==> src/rtl/sopc_scope_sys_capture_ctrl.sv <==
// rtl/sopc_scope_sys_capture_ctrl.sv - capture sequencer and CPU read remap for the scope sample RAM
//
// Purpose:
//   Streams ADC samples into a single-port circular sample RAM (DEPTH bytes,
//   1-cycle read latency). It fills the pre-trigger window, evaluates the
//   trigger, fills the post-trigger window and stops. The CPU reads the
//   record by offset from its first sample; this block turns the offset into
//   a physical RAM address and shares the RAM port with the sample writer.
//
// Optional feature macro: DECIMATE_EN
//   When defined, adds input decim[7:0]. Only every (decim+1)-th sample_valid
//   is stored and evaluated. The phase counter clears on start.
//
// Ports:
//   clk, reset_n                 clock, synchronous active-low reset
//   start, abort, force_trig     control pulses
//   trig_level, trig_slope       trigger threshold (unsigned) and edge (0 rising, 1 falling)
//   pretrig                      samples kept before the trigger (clamped to DEPTH-1)
//   sample_valid, sample_data    ADC sample stream
//   busy, done, trig_addr        status; trig_addr is the physical address of the trigger sample
//   cpu_read, cpu_address        CPU read request, offset from record start
//   cpu_waitrequest              combinational stall (sample write owns the RAM)
//   cpu_readdata, cpu_readdatavalid  read response, one cycle after acceptance
//   ram_*                        sample RAM port

module sopc_scope_sys_capture_ctrl #(
  parameter int DEPTH  = 40096,
  parameter int ADDR_W = 16,
  parameter int DATA_W = 8
) (
  input  logic              clk,
  input  logic              reset_n,
  input  logic              start,
  input  logic              abort,
  input  logic              force_trig,
  input  logic [DATA_W-1:0] trig_level,
  input  logic              trig_slope,
  input  logic [ADDR_W-1:0] pretrig,
  input  logic              sample_valid,
  input  logic [DATA_W-1:0] sample_data,
`ifdef DECIMATE_EN
  input  logic [7:0]        decim,
`endif
  output logic              busy,
  output logic              done,
  output logic [ADDR_W-1:0] trig_addr,
  input  logic              cpu_read,
  input  logic [ADDR_W-1:0] cpu_address,
  output logic              cpu_waitrequest,
  output logic [DATA_W-1:0] cpu_readdata,
  output logic              cpu_readdatavalid,
  output logic [ADDR_W-1:0] ram_address,
  output logic              ram_chipselect,
  output logic              ram_write,
  output logic [DATA_W-1:0] ram_writedata,
  input  logic [DATA_W-1:0] ram_readdata
);

  localparam logic [ADDR_W-1:0] LAST    = ADDR_W'(DEPTH - 1);
  localparam logic [ADDR_W-1:0] ONE     = ADDR_W'(1);
  localparam logic [ADDR_W:0]   DEPTH_X = (ADDR_W + 1)'(DEPTH);

  typedef enum logic [2:0] {
    ST_IDLE,
    ST_PRETRIG,
    ST_ARMED,
    ST_POSTTRIG,
    ST_DONE
  } state_t;

  state_t            state;
  logic [ADDR_W-1:0] wr_ptr;
  logic [ADDR_W-1:0] cnt;        // pre-trigger fill count, then post-trigger fill count
  logic [ADDR_W-1:0] pre_q;      // clamped pretrig latched at start
  logic [DATA_W-1:0] prev;
  logic              have_prev;  // false until the first sample of this capture is stored
  logic              force_pend;
  logic              rd_oob;

  logic              capturing;
  logic              take;
  logic              store;
  logic              level_hit;
  logic              fire;
  logic              rd_issue;
  logic              in_range;
  logic [ADDR_W-1:0] pre_clamp;
  logic [ADDR_W-1:0] post_target;
  logic [ADDR_W:0]   start_addr;
  logic [ADDR_W:0]   phys_sum;
  logic [ADDR_W-1:0] phys;

`ifdef DECIMATE_EN
  logic [7:0] decim_cnt;
  assign take = (decim_cnt == 8'd0);
`else
  assign take = 1'b1;
`endif

  assign capturing = (state == ST_PRETRIG) || (state == ST_ARMED) || (state == ST_POSTTRIG);

  // The sample write is combinational so the sample lands in the cycle it is
  // strobed; abort suppresses it so nothing is written once cancel is seen.
  assign store = reset_n && capturing && sample_valid && take && !abort;

  assign pre_clamp   = (pretrig > LAST) ? LAST : pretrig;
  assign post_target = LAST - pre_q;

  assign level_hit = have_prev &&
                     (trig_slope ? ((prev > trig_level) && (sample_data <= trig_level))
                                 : ((prev < trig_level) && (sample_data >= trig_level)));
  assign fire = (state == ST_ARMED) && store && (force_pend || force_trig || level_hit);

  // Record start = trig_addr - pre_q modulo DEPTH; DEPTH is added before the
  // subtraction when it would go negative, since DEPTH is not a power of two.
  always_comb begin
    start_addr = '0;
    if (trig_addr >= pre_q) begin
      start_addr = {1'b0, trig_addr - pre_q};
    end else begin
      start_addr = {1'b0, trig_addr} + DEPTH_X - {1'b0, pre_q};
    end
  end

  assign phys_sum = start_addr + {1'b0, cpu_address};
  assign phys     = ADDR_W'((phys_sum >= DEPTH_X) ? (phys_sum - DEPTH_X) : phys_sum);
  assign in_range = ({1'b0, cpu_address} < DEPTH_X);

  assign cpu_waitrequest = cpu_read && store;
  assign rd_issue        = reset_n && cpu_read && !store;

  assign ram_write      = store;
  assign ram_chipselect = store || (rd_issue && in_range);
  assign ram_address    = store ? wr_ptr : phys;
  assign ram_writedata  = sample_data;

  assign cpu_readdata = rd_oob ? '0 : ram_readdata;

  always_ff @(posedge clk) begin
    if (!reset_n) begin
      state             <= ST_IDLE;
      busy              <= 1'b0;
      done              <= 1'b0;
      trig_addr         <= '0;
      wr_ptr            <= '0;
      cnt               <= '0;
      pre_q             <= '0;
      prev              <= '0;
      have_prev         <= 1'b0;
      force_pend        <= 1'b0;
      cpu_readdatavalid <= 1'b0;
      rd_oob            <= 1'b0;
`ifdef DECIMATE_EN
      decim_cnt         <= '0;
`endif
    end else begin
      cpu_readdatavalid <= rd_issue;
      rd_oob            <= !in_range;

      if (abort) begin
        state      <= ST_IDLE;
        busy       <= 1'b0;
        done       <= 1'b0;
        force_pend <= 1'b0;
      end else if (start && !capturing) begin
        pre_q      <= pre_clamp;
        wr_ptr     <= '0;
        cnt        <= '0;
        have_prev  <= 1'b0;
        force_pend <= 1'b0;
        busy       <= 1'b1;
        done       <= 1'b0;
        state      <= (pre_clamp == '0) ? ST_ARMED : ST_PRETRIG;
`ifdef DECIMATE_EN
        decim_cnt  <= '0;
`endif
      end else begin
`ifdef DECIMATE_EN
        if (capturing && sample_valid) begin
          decim_cnt <= (decim_cnt >= decim) ? 8'd0 : decim_cnt + 8'd1;
        end
`endif
        if ((state == ST_ARMED) && force_trig) begin
          force_pend <= 1'b1;
        end

        if (store) begin
          wr_ptr    <= (wr_ptr == LAST) ? '0 : wr_ptr + ONE;
          prev      <= sample_data;
          have_prev <= 1'b1;

          case (state)
            ST_PRETRIG: begin
              if (cnt == pre_q - ONE) begin
                cnt   <= '0;
                state <= ST_ARMED;
              end else begin
                cnt <= cnt + ONE;
              end
            end
            ST_ARMED: begin
              if (fire) begin
                trig_addr  <= wr_ptr;
                force_pend <= 1'b0;
                // The trigger sample is the first of the post-trigger fill.
                if (post_target <= ONE) begin
                  state <= ST_DONE;
                  busy  <= 1'b0;
                  done  <= 1'b1;
                end else begin
                  cnt   <= ONE;
                  state <= ST_POSTTRIG;
                end
              end
            end
            ST_POSTTRIG: begin
              if (cnt + ONE >= post_target) begin
                state <= ST_DONE;
                busy  <= 1'b0;
                done  <= 1'b1;
              end else begin
                cnt <= cnt + ONE;
              end
            end
            default: ;
          endcase
        end
      end
    end
  end

endmodule

==> config.mk <==
export PLATFORM = sky130hd
export DESIGN_NAME = sopc_scope_sys_capture_ctrl
export DESIGN_NICKNAME = d
export VERILOG_FILES = /design/src/rtl/sopc_scope_sys_capture_ctrl.sv
export SDC_FILE = /design/constraint.sdc
export NUM_CORES = 1
export LEC_CHECK = 0
export ABC_AREA = 1
export CORE_MARGIN = 4
export CORE_UTILIZATION = 58
export DETAILED_ROUTE_END_ITERATION = 7
export PLACE_DENSITY = 0.83
export SYNTH_ARGS = -nofsm -noshare
export SYNTH_HDL_FRONTEND = slang
export SYNTH_SLANG_ARGS = --single-unit
export TNS_END_PERCENT = 30
==> constraint.sdc <==
create_clock -name clk -period 6 [get_ports clk]
set_input_delay 0.9 -clock clk [delete_from_list [all_inputs] [get_ports clk]]
set_output_delay 0.9 -clock clk [all_outputs]
set_load 0.03 [all_outputs]
==> reports/results.ini, run 1 <==
[outcome]
status=completed

[timing]
fmax_mhz=171
setup_viol=0
final-hold-violation-count=0
worstMarginPinSlew_ps=1040
drv_slew=0
finalClockSkew_ps=8.58
whs_ps=463
finalCriticalPeriod_ps=5860
slew-limit-headroom=0.300
fin_crit_sh=0.977

[critical_path]
crit_top_cell=a21oi_1
critPathCaptureType=output port
required_ps=5100
cp_top_family=compound AO/OA/AOI/OAI gates
critPathMaxStageDelay_ps=530
startpoint=pre_q[6]$_SDFFE_PN0P_
cp_max_fo=6
critPathBufInv=5
cp.arrival_ps=4960
start_kind=register
crit_slowest_cell=fa_1
crit-reg2reg-launch=cnt[2]$_SDFFE_PN0P_
crit_type=reg -> out

[clock_tree]
cts_max_level=3
tritoncts=built
clkTransAtPathRegs_ps=60
cts-root-buf=clkbuf_16
clock-sinks=81
ctsHoldBuffers=0
cts-buffers-inserted=9
clock_path_buffers=2
clock_latency_ps=350

[finish]
nFillCells=1354
finalNonFillerCells=1779
antenna_cells=0
drive_above_1_share=0.121
final_cell_mix=nand2_1 (397), inv_1 (181), nor2_1 (137)
finalNetCount=1729
syn_to_final_growth_pct=21.1
final_common_cell=nand2_1

[die]
dieHeight_microns=134
dieWidth_microns=134
io_pins=118
die-area_sq_um=17800
placementRows=45
start_util=0.597
core_region_area_sq_um=15300

[global_routing]
grt_pass1_wl_microns=43700
antenna_found_initial=1
grt_pass1_vias=9136
grt_max_degree=53
grt_overflow=0
grt_usage=0.294

[route]
avgViaCountPerCell=5.56
drtPass1Iterations=5
wl_per_cell_microns=15.4
drt_iter0_markers=835
vias=9892
routed_wl_microns=27400
drc=0
ant_nets=0

[pwr]
p_clk_frac=0.167
fin_total_pwr_mw=3.34
p_sw_frac=0.505
power.internal_mw=1.65
seqPwrFrac=0.174
peakVddDrop_uv=683
comb_power_share=0.660
switchingPower_mw=1.69
p_per_area_nw_per_um2=302
p_leak_nw=5.31

[yosys]
yosys-top-cells-area=dfxtp_1 (18%), nand2_1 (17%), ha_1 (13%)
synth_edf_count=0
avgSynthCellArea_sq_um=6.28
yosys_register_bits=81
synth_cell_types=53
synth_fp_nets=1622
seq_area_frac_synth=0.177
syn-cell-area_sq_um=9150
synth_top_area_cell=dfxtp_1
synth_flop_cell=dfxtp_1
yosys_warnings=0
async_flop_share=0
syn_inst=1456
synth_top_area_share=0.177

[run]
max-cap-violations=0

[placement]
gp_congestion=0.942
dp_hpwl_microns=21300
dp.cells=1749
port_buffers=117

[min_path]
hp-class=reg -> reg
min_from=done$_SDFFE_PP0P_

==> final cells by class <==
type	count	area [sq um]	area share
Tap cell	211	264	0.0238
Clock inverter	7	72.6	0.00655
Clock buffer	9	225	0.0203
Sequential cell	81	1640	0.148
Timing Repair Buffer	141	1330	0.120
Inverter	195	732	0.0661
Multi-Input combinational cell	1135	6820	0.616
==> kinds of logic (layout without fill, tap and decap cells) <==
| family | count (synthesis) | after routing | share of synthesized area |
|---|---|---|---|
| simple gates | 753 | 756 | 0.364 |
| buf+inv | 243 | 352 | 0.113 |
| compound gates | 212 | 212 | 0.132 |
| fa+ha+maj | 102 | 102 | 0.148 |
| flops | 81 | 81 | 0.177 |
| xor+xnor | 62 | 62 | 0.0625 |
| mux | 3 | 3 | 0.00328 |
==> repair_timing <==
item	CTS	global route
buffers inserted	1	10
cloned	0	3
pin swaps	1	16
gates resized for setup	11	84
setup endpoints to repair	11	11
==> per-layer routing <==
layer / global-route usage / part of all wire / routed length (microns) / up-vias
met2: 0.472 / 0.46 / 12500 / 420
met1: 0.409 / 0.43 / 11900 / 4491
met5: 0 / 0.00033 / 9 / -
li1: - / - / - / 4937
met3: 0.0566 / 0.091 / 2490 / 42
met4: 0.0720 / 0.019 / 510 / 2
==> through the flow <==
step | instance area [sq um] | util | setup TNS [ps] | worst slack (ps)
detailed placement | 10300 | 0.676 | -85.6 | -28.4
CTS | 10700 | 0.698 | 0 | 5.67
floorplan | 9150 | - | 0 | 832
global placement | 10300 | 0.676 | 0 | 171
global route | 11100 | 0.723 | -519 | -98.9
finish | 11100 | 0.723 | 0 | 139
==> cells in the mapped netlist (5+ instances only) <==
library cell,n
nand2_1,414
inv_1,184
nor2_1,139
a21oi_1,94
ha_1,92
nand3_1,92
dfxtp_1,81
o21ai_0,62
xor2_1,40
nand4_1,33
xnor2_1,19
nand3_2,17
clkbuf_1,14
buf_2,13
buf_4,13
nor2_2,12
inv_2,11
fa_1,10
nand2_2,10
buf_6,7
a31oi_1,6
nand3b_1,6
nor3_1,6
nor4_1,6
a21o_1,5
nor2_4,5
o211ai_1,5
o221ai_1,5
o31ai_1,5
==> worst min-delay path, cell delays in order, from the launching register on <==
cell	delay, ps
dfxtp_1	310
inv_1	50
a21oi_1	60
==> registers in the layout, indices dropped and copies added (netlist names) <==
register           cells
cpu_readdatavalid      1
pre_q                 16
prev                   8
force_pend             1
state                  3
wr_ptr                16
busy                   1
done                   1
have_prev              1
trig_addr             16
rd_oob                 1
cnt                   16
==> worst paths after layout <==
| check | end | slack [ps] | cells after the start |
|---|---|---|---|
| hold / removal | done$_SDFFE_PP0P_ | 460 | 2 |
| setup / recovery | ram_address[12] | 140 | 27 |
| hold reg to reg | done$_SDFFE_PP0P_ | 460 | 2 |
| setup reg to reg | cnt[2]$_SDFFE_PN0P_ | 2170 | 21 |
==> power by group through the flow <==
stage	Clock, mW	Sequential [mW]	Combinational (mW)
6_report	0.557	0.581	2.20
5_1_grt	0.588	0.584	2.40
4_1_cts	0.566	0.581	1.95
3_5_place_dp	0	0.593	1.92
3_3_place_gp	0	0.592	1.91
2_1_floorplan	0	0.585	1.40
(Power assumes the default switching activity.)
==> inputs of run 2 (changes only) <==
--- a/config.mk
+++ b/config.mk
@@ -7,9 +7,8 @@
 export LEC_CHECK = 0
 export ABC_AREA = 1
 export CORE_MARGIN = 4
-export CORE_UTILIZATION = 58
+export CORE_UTILIZATION = 40
 export DETAILED_ROUTE_END_ITERATION = 7
-export PLACE_DENSITY = 0.83
 export SYNTH_ARGS = -nofsm -noshare
 export SYNTH_HDL_FRONTEND = slang
 export SYNTH_SLANG_ARGS = --single-unit
==> run 2 against run 1 <==
Register-to-register slack got worse by 60 ps; core utilization decreased by 23 points; clock power decreased by 4.1%; sequential power about the same; maximum frequency increased by 2.3%; combinational power about the same; setup slack improved by 130 ps; non-clock buffer count increased by 3; first-iteration DRC count decreased by 32%; critical path type unchanged.
==> reports/results.ini, run 2 (synthesis results as in run 1) <==
[finish]
final_common_cell=nand2_1
finish.utilization=0.496  ; -0.227
drive_above_1_share=0.121  ; +0.000561
finalNonFillerCells=1854  ; +4.2%
syn_to_final_growth_pct=22.5
final_area_sq_um=11200  ; +1.2%
finalNetCount=1730  ; +0.058%
seqCellArea_sq_um=1630  ; -0.38%
nFillCells=2311  ; +71%
final_cell_mix=nand2_1 (403), inv_1 (183), nor2_1 (136)
antenna_cells=0  ; unchanged
multi_input_area_sq_um=6850  ; +0.44%

[die]
die-area_sq_um=25300  ; +42%
start_util=0.405  ; -0.192
dieHeight_microns=159  ; +19%
io_pins=118  ; unchanged
core_region_area_sq_um=22600  ; +47%
placementRows=55  ; +22%
dieWidth_microns=159  ; +19%

[global_routing]
grt_overflow=0  ; unchanged
grt_use_met3=0.0230  ; -0.0336
antenna_found_initial=0  ; -1
top_usage_layer=met2
grt_use_met1=0.300  ; -0.109
grt_pass1_vias=8711  ; -4.7%
grt_util_met2=0.362  ; -0.110
grt_max_degree=53  ; unchanged
grt_pass1_wl_microns=45900  ; +5.0%
grt_usage=0.219  ; -0.0759

[timing]
final-hold-violation-count=0  ; unchanged
finalCriticalPeriod_ps=5730  ; -130 ps
setup_ws_ps=268  ; +130 ps
finalSetupTns_ps=0  ; unchanged
setup_viol=0  ; unchanged
slew-limit-headroom=0.345  ; +0.0452
drv_slew=0  ; unchanged
fmax_mhz=174  ; +2.3%
whs_ps=465  ; +2.00 ps
fin_crit_sh=0.955  ; -0.0216
worstMarginPinSlew_ps=979  ; -62.6 ps
finalClockSkew_ps=9.71  ; +1.13 ps

[route]
vias=9560  ; -3.4%
avgViaCountPerCell=5.16  ; -7.3%
drtPass1Iterations=8  ; +3
drt_iter0_markers=570  ; -32%
routed_wl_microns=29200  ; +6.7%
drc=0  ; unchanged
ant_nets=0  ; unchanged
wl_per_cell_microns=15.7  ; +2.3%

[critical_path]
crit_top_cell=nand2_1
r2r_end=cnt[1]$_SDFFE_PN0P_
rr_worst_depth=22  ; +4.8%
required_ps=5100  ; about the same
crit-reg2reg-launch=cnt[0]$_SDFFE_PN0P_
crit_type=reg -> out
critPathBufInv=3  ; -2
critPathCaptureType=output port
r2r_slack_ps=2110  ; -60 ps
cp_top_family=simple AND/OR/NAND/NOR gates
cp.arrival_ps=4830  ; -130 ps
crit_slowest_cell=ha_2
critPathMaxStageDelay_ps=400  ; -130 ps
start_kind=register
cp_max_fo=10  ; +4

[clock_tree]
clock-sinks=81  ; unchanged
ctsHoldBuffers=0  ; unchanged
cts_max_level=3  ; unchanged
cts-buffers-inserted=9  ; unchanged
clock_path_buffers=2  ; unchanged
clkTransAtPathRegs_ps=70  ; about the same
cts-root-buf=clkbuf_16
tritoncts=built
clock_latency_ps=350  ; about the same

[pwr]
p_per_area_nw_per_um2=295  ; -2.1%
peakVddDrop_uv=426  ; -38%
fin_total_pwr_mw=3.31  ; -0.97%
p_leak_nw=5.31  ; about the same

[placement]
dp_hpwl_microns=23600  ; +11%
gp_congestion=0.929  ; -1.4%
placedInstanceArea_sq_um=10400  ; +0.97%
port_buffers=117  ; unchanged
place_ws_ps=23.2  ; +51.5 ps
dp.cells=1824  ; +4.3%

[min_path]
min_from=done$_SDFFE_PP0P_
hold_depth=2  ; unchanged
hp-class=reg -> reg
holdPathEnd=done$_SDFFE_PP0P_

[outcome]
status=completed

[run]
max-cap-violations=0  ; unchanged

-- run 2: changes by cell type in the layout (fill, tap and decap cells not counted), sizes merged --
cell and delta:
clkinvlp +2, nand2 -1, nand3 -1, inv -1
clkinv -1, buf +3
-- run 2: how the worst max path moves through the flow --
stage | start | endpoint | slack [ps] | cells after the start
after global routing | pre_q[1]$_SDFFE_PN0P_ | ram_address[9] | -40 | 28
final | pre_q[1]$_SDFFE_PN0P_ | ram_address[5] | 270 | 27
after global placement | pre_q[2]$_SDFFE_PN0P_ | ram_address[10] | 120 | 28
after CTS | pre_q[1]$_SDFFE_PN0P_ | ram_address[15] | 0.9 | 29
after detailed placement | pre_q[2]$_SDFFE_PN0P_ | ram_address[15] | 20 | 29
after floorplan | trig_addr[1]$_SDFFE_PN0P_ | ram_address[6] | 830 | 25
-- run 2: routing by layer --
metal	share of wire	wire (microns)	vias to the layer above
met5	0	0	-
met4	0.031	891	0
met3	0.048	1400	41
met2	0.46	13400	297
met1	0.46	13500	4290
li1	-	-	4932
-- run 2: worst min-delay path, delay by kind of cell (launching register included) --
| family | cells | cell delay (ps) |
|---|---|---|
| AOI/OAI and AO/OA | 1 | 60 |
| DFF | 1 | 310 |
| buffers and inverters | 1 | 50 |
-- run 2: what timing repair did --
| item | CTS | global route |
|---|---|---|
| gates cloned | 0 | 1 |
| pin swaps | 1 | 11 |
| setup endpoints to repair | 11 | 11 |
| gates resized for setup | 15 | 85 |
| buffers inserted | 1 | 12 |
-- run 2: area by class of cell --
type                            instances  area share
Clock inverter                          7     0.00536
Tap cell                              285      0.0318
Multi-Input combinational cell       1133       0.611
Sequential cell                        81       0.146
Clock buffer                            9      0.0201
Timing Repair Buffer                  144       0.120
Inverter                              195      0.0656
-- run 2: power by group --
| part | internal, mW | leakage, nW | switching (mW) |
|---|---|---|---|
| clock network | 0.287 | 0.131 | 0.247 |
| registers | 0.556 | 0.660 | 0.0246 |
| logic | 0.820 | 4.52 | 1.37 |
==> inputs of run 3 (changes only) <==
--- a/config.mk
+++ b/config.mk
@@ -7,8 +7,9 @@
 export LEC_CHECK = 0
 export ABC_AREA = 1
 export CORE_MARGIN = 4
-export CORE_UTILIZATION = 40
+export CORE_UTILIZATION = 58
 export DETAILED_ROUTE_END_ITERATION = 7
+export PLACE_DENSITY_LB_ADDON = 0.15
 export SYNTH_ARGS = -nofsm -noshare
 export SYNTH_HDL_FRONTEND = slang
 export SYNTH_SLANG_ARGS = --single-unit
==> run 3 against run 2 <==
Die area fell by 30%; sequential cell count did not move; highest routed layer unchanged; clock-buffer cell count rose by 1; total power fell by 2.8%; final cell count fell by 4.0%; global-route usage rose by 7.2 points; via count rose by 2.9%.
==> reports/results.ini, run 3 (synthesis results as in run 1) <==
[clock_tree]
clock_latency_ps=350  ; about the same
clock_path_buffers=2  ; unchanged
cts-buffers-inserted=9  ; unchanged
clkTransAtPathRegs_ps=70  ; about the same
cts_max_level=3  ; unchanged
tritoncts=built
cts-root-buf=clkbuf_16
clock-sinks=81  ; unchanged

[die]
start_util=0.597  ; +0.192
io_pins=118  ; unchanged
dieWidth_microns=134  ; -16%
die-area_sq_um=17800  ; -30%
placementRows=45  ; -18%
dieHeight_microns=134  ; -16%
core_region_area_sq_um=15300  ; -32%

[pwr]
p_clk_frac=0.161  ; about the same
p_per_area_nw_per_um2=293  ; -0.90%
peakVddDrop_uv=382  ; -10%
power.internal_mw=1.63  ; -2.1%
switchingPower_mw=1.59  ; -3.5%
p_sw_frac=0.494  ; -0.00359
seqPwrFrac=0.182  ; +0.007
fin_total_pwr_mw=3.22  ; -2.8%
comb_power_share=0.658  ; -0.005
p_leak_nw=5.30  ; -0.15%

[placement]
dp_hpwl_microns=21500  ; -8.9%
gp_congestion=0.981  ; +5.7%
port_buffers=117  ; unchanged

[finish]
antenna_cells=0  ; unchanged
finalNetCount=1730  ; unchanged
syn_to_final_growth_pct=20.1
final_common_cell=nand2_1
drive_above_1_share=0.113  ; -0.00829
finish.utilization=0.717  ; +0.221
nFillCells=1357  ; -41%
seqCellArea_sq_um=1630  ; +0.15%
multi_input_area_sq_um=6730  ; -1.7%
final_cell_mix=nand2_1 (404), inv_1 (181), nor2_1 (135)

[timing]
finalCriticalPeriod_ps=5790  ; +62.6 ps
fin_crit_sh=0.966  ; +0.0104
worstMarginPinSlew_ps=983  ; +4.49 ps
finalClockSkew_ps=11.5  ; +1.75 ps
fmax_mhz=173  ; -1.1%
setup_viol=0  ; unchanged
finalSetupTns_ps=0  ; unchanged
whs_ps=464  ; -0.635 ps
drv_slew=0  ; unchanged
final-hold-violation-count=0  ; unchanged
slew-limit-headroom=0.342  ; -0.00300

[route]
drc=0  ; unchanged
wl_per_cell_microns=15.2  ; -3.5%
vias=9842  ; +2.9%
routed_wl_microns=27000  ; -7.4%
drtPass1Iterations=6  ; -2
ant_nets=0  ; unchanged
drt_iter0_markers=738  ; +29%
avgViaCountPerCell=5.53  ; +7.2%

[critical_path]
crit_top_cell=nand2_1
required_ps=5100  ; about the same
r2r_end=cnt[5]$_SDFFE_PN0P_
critPathMaxStageDelay_ps=400  ; about the same
crit_slowest_cell=fa_2
rr_worst_depth=22  ; unchanged
crit_type=reg -> out
cp_max_fo=6  ; -4
start_kind=register
critPathCaptureType=output port
crit-reg2reg-launch=cnt[0]$_SDFFE_PN0P_
r2r_slack_ps=2120  ; about the same
cp.arrival_ps=4890  ; +60 ps

[outcome]
status=completed

[global_routing]
grt_usage=0.291  ; +0.0722
grt_overflow=0  ; unchanged
grt_pass1_vias=9017  ; +3.5%
antenna_found_initial=0  ; unchanged
grt_max_degree=53  ; unchanged
grt_pass1_wl_microns=43200  ; -5.8%

[run]
max-cap-violations=0  ; unchanged

[min_path]
min_from=wr_ptr[4]$_SDFFE_PN0P_
hp-class=reg -> reg
holdPathEnd=wr_ptr[4]$_SDFFE_PN0P_
hold_depth=2  ; unchanged

==> run 3: cell types whose count changed in the layout (fill, tap and decap cells not counted), moves of 3 or more <==
cell     before  now
o21ai_2       5    2
ha_4          7    4
o21ai_0      52   57
a21oi_2      18   15
buf_6         0    3
a21oi_1      77   82
inv_2        11   14
buf_4        37   33
==> run 3: stage by stage <==
stage | cells | worst slack [ps] | area, sq um
after detailed placement | 1749 | 138 | 10300
after global routing | 1780 | -107 | 11000
final | 1780 | 206 | 11000
after CTS | 1765 | 25.0 | 10600
after global placement | 1749 | 292 | 10300
after floorplan | 1456 | 832 | 9150
==> run 3: layout make-up <==
| cell class | instances | share of cell area |
|---|---|---|
| clock inverters | 6 | 0.00456 |
| flip-flops and latches | 81 | 0.149 |
| repair buffers | 143 | 0.122 |
| well taps | 211 | 0.0240 |
| clock buffers | 10 | 0.0208 |
| multi-input cells | 1134 | 0.613 |
| inverters | 195 | 0.0666 |
==> run 3: routing by layer <==
metal,track usage,wire (microns),up-vias
met5,0,0,-
met4,0.0840,677,0
met3,0.0329,1590,44
met2,0.500,12800,339
met1,0.385,12000,4523
li1,-,-,4936
==> run 3: timing repair <==
| item | in CTS | in global routing |
|---|---|---|
| hold buffers | 0 | 0 |
| setup endpoints to repair | 11 | 11 |
| gates cloned | 0 | 3 |
| buffers inserted | 0 | 12 |
| gates resized for setup | 6 | 68 |
| pin swaps | 1 | 16 |
==> run 3: power by group through the flow <==
stage	sequential (mW)	combinational [mW]	clock, mW
4_1_cts	0.582	1.93	0.519
2_1_floorplan	0.585	1.40	0
6_report	0.584	2.11	0.517
3_5_place_dp	0.594	1.91	0
5_1_grt	0.586	2.31	0.547
3_3_place_gp	0.593	1.90	0
==> run 3: worst max path at each step <==
| stage | cells past startpoint | slack, ps | endpoint | start |
|---|---|---|---|---|
| after floorplan | 25 | 830 | ram_address[6] | trig_addr[1]$_SDFFE_PN0P_ |
| after global placement | 29 | 290 | ram_address[14] | pre_q[2]$_SDFFE_PN0P_ |
| after detailed placement | 29 | 140 | ram_address[14] | pre_q[2]$_SDFFE_PN0P_ |
| after CTS | 27 | 30 | ram_address[9] | trig_addr[5]$_SDFFE_PN0P_ |
| after global routing | 33 | -110 | ram_address[10] | trig_addr[0]$_SDFFE_PN0P_ |
| final | 33 | 210 | ram_address[10] | trig_addr[0]$_SDFFE_PN0P_ |
==> run 3: critical path, delay by kind of cell, from the launching register on <==
kind,cells,cell delay [ps]
simple gates,17,1540
mux,1,230
buf+inv,10,1160
compound gates,1,230
fa+ha+maj,4,1060
flops,1,340
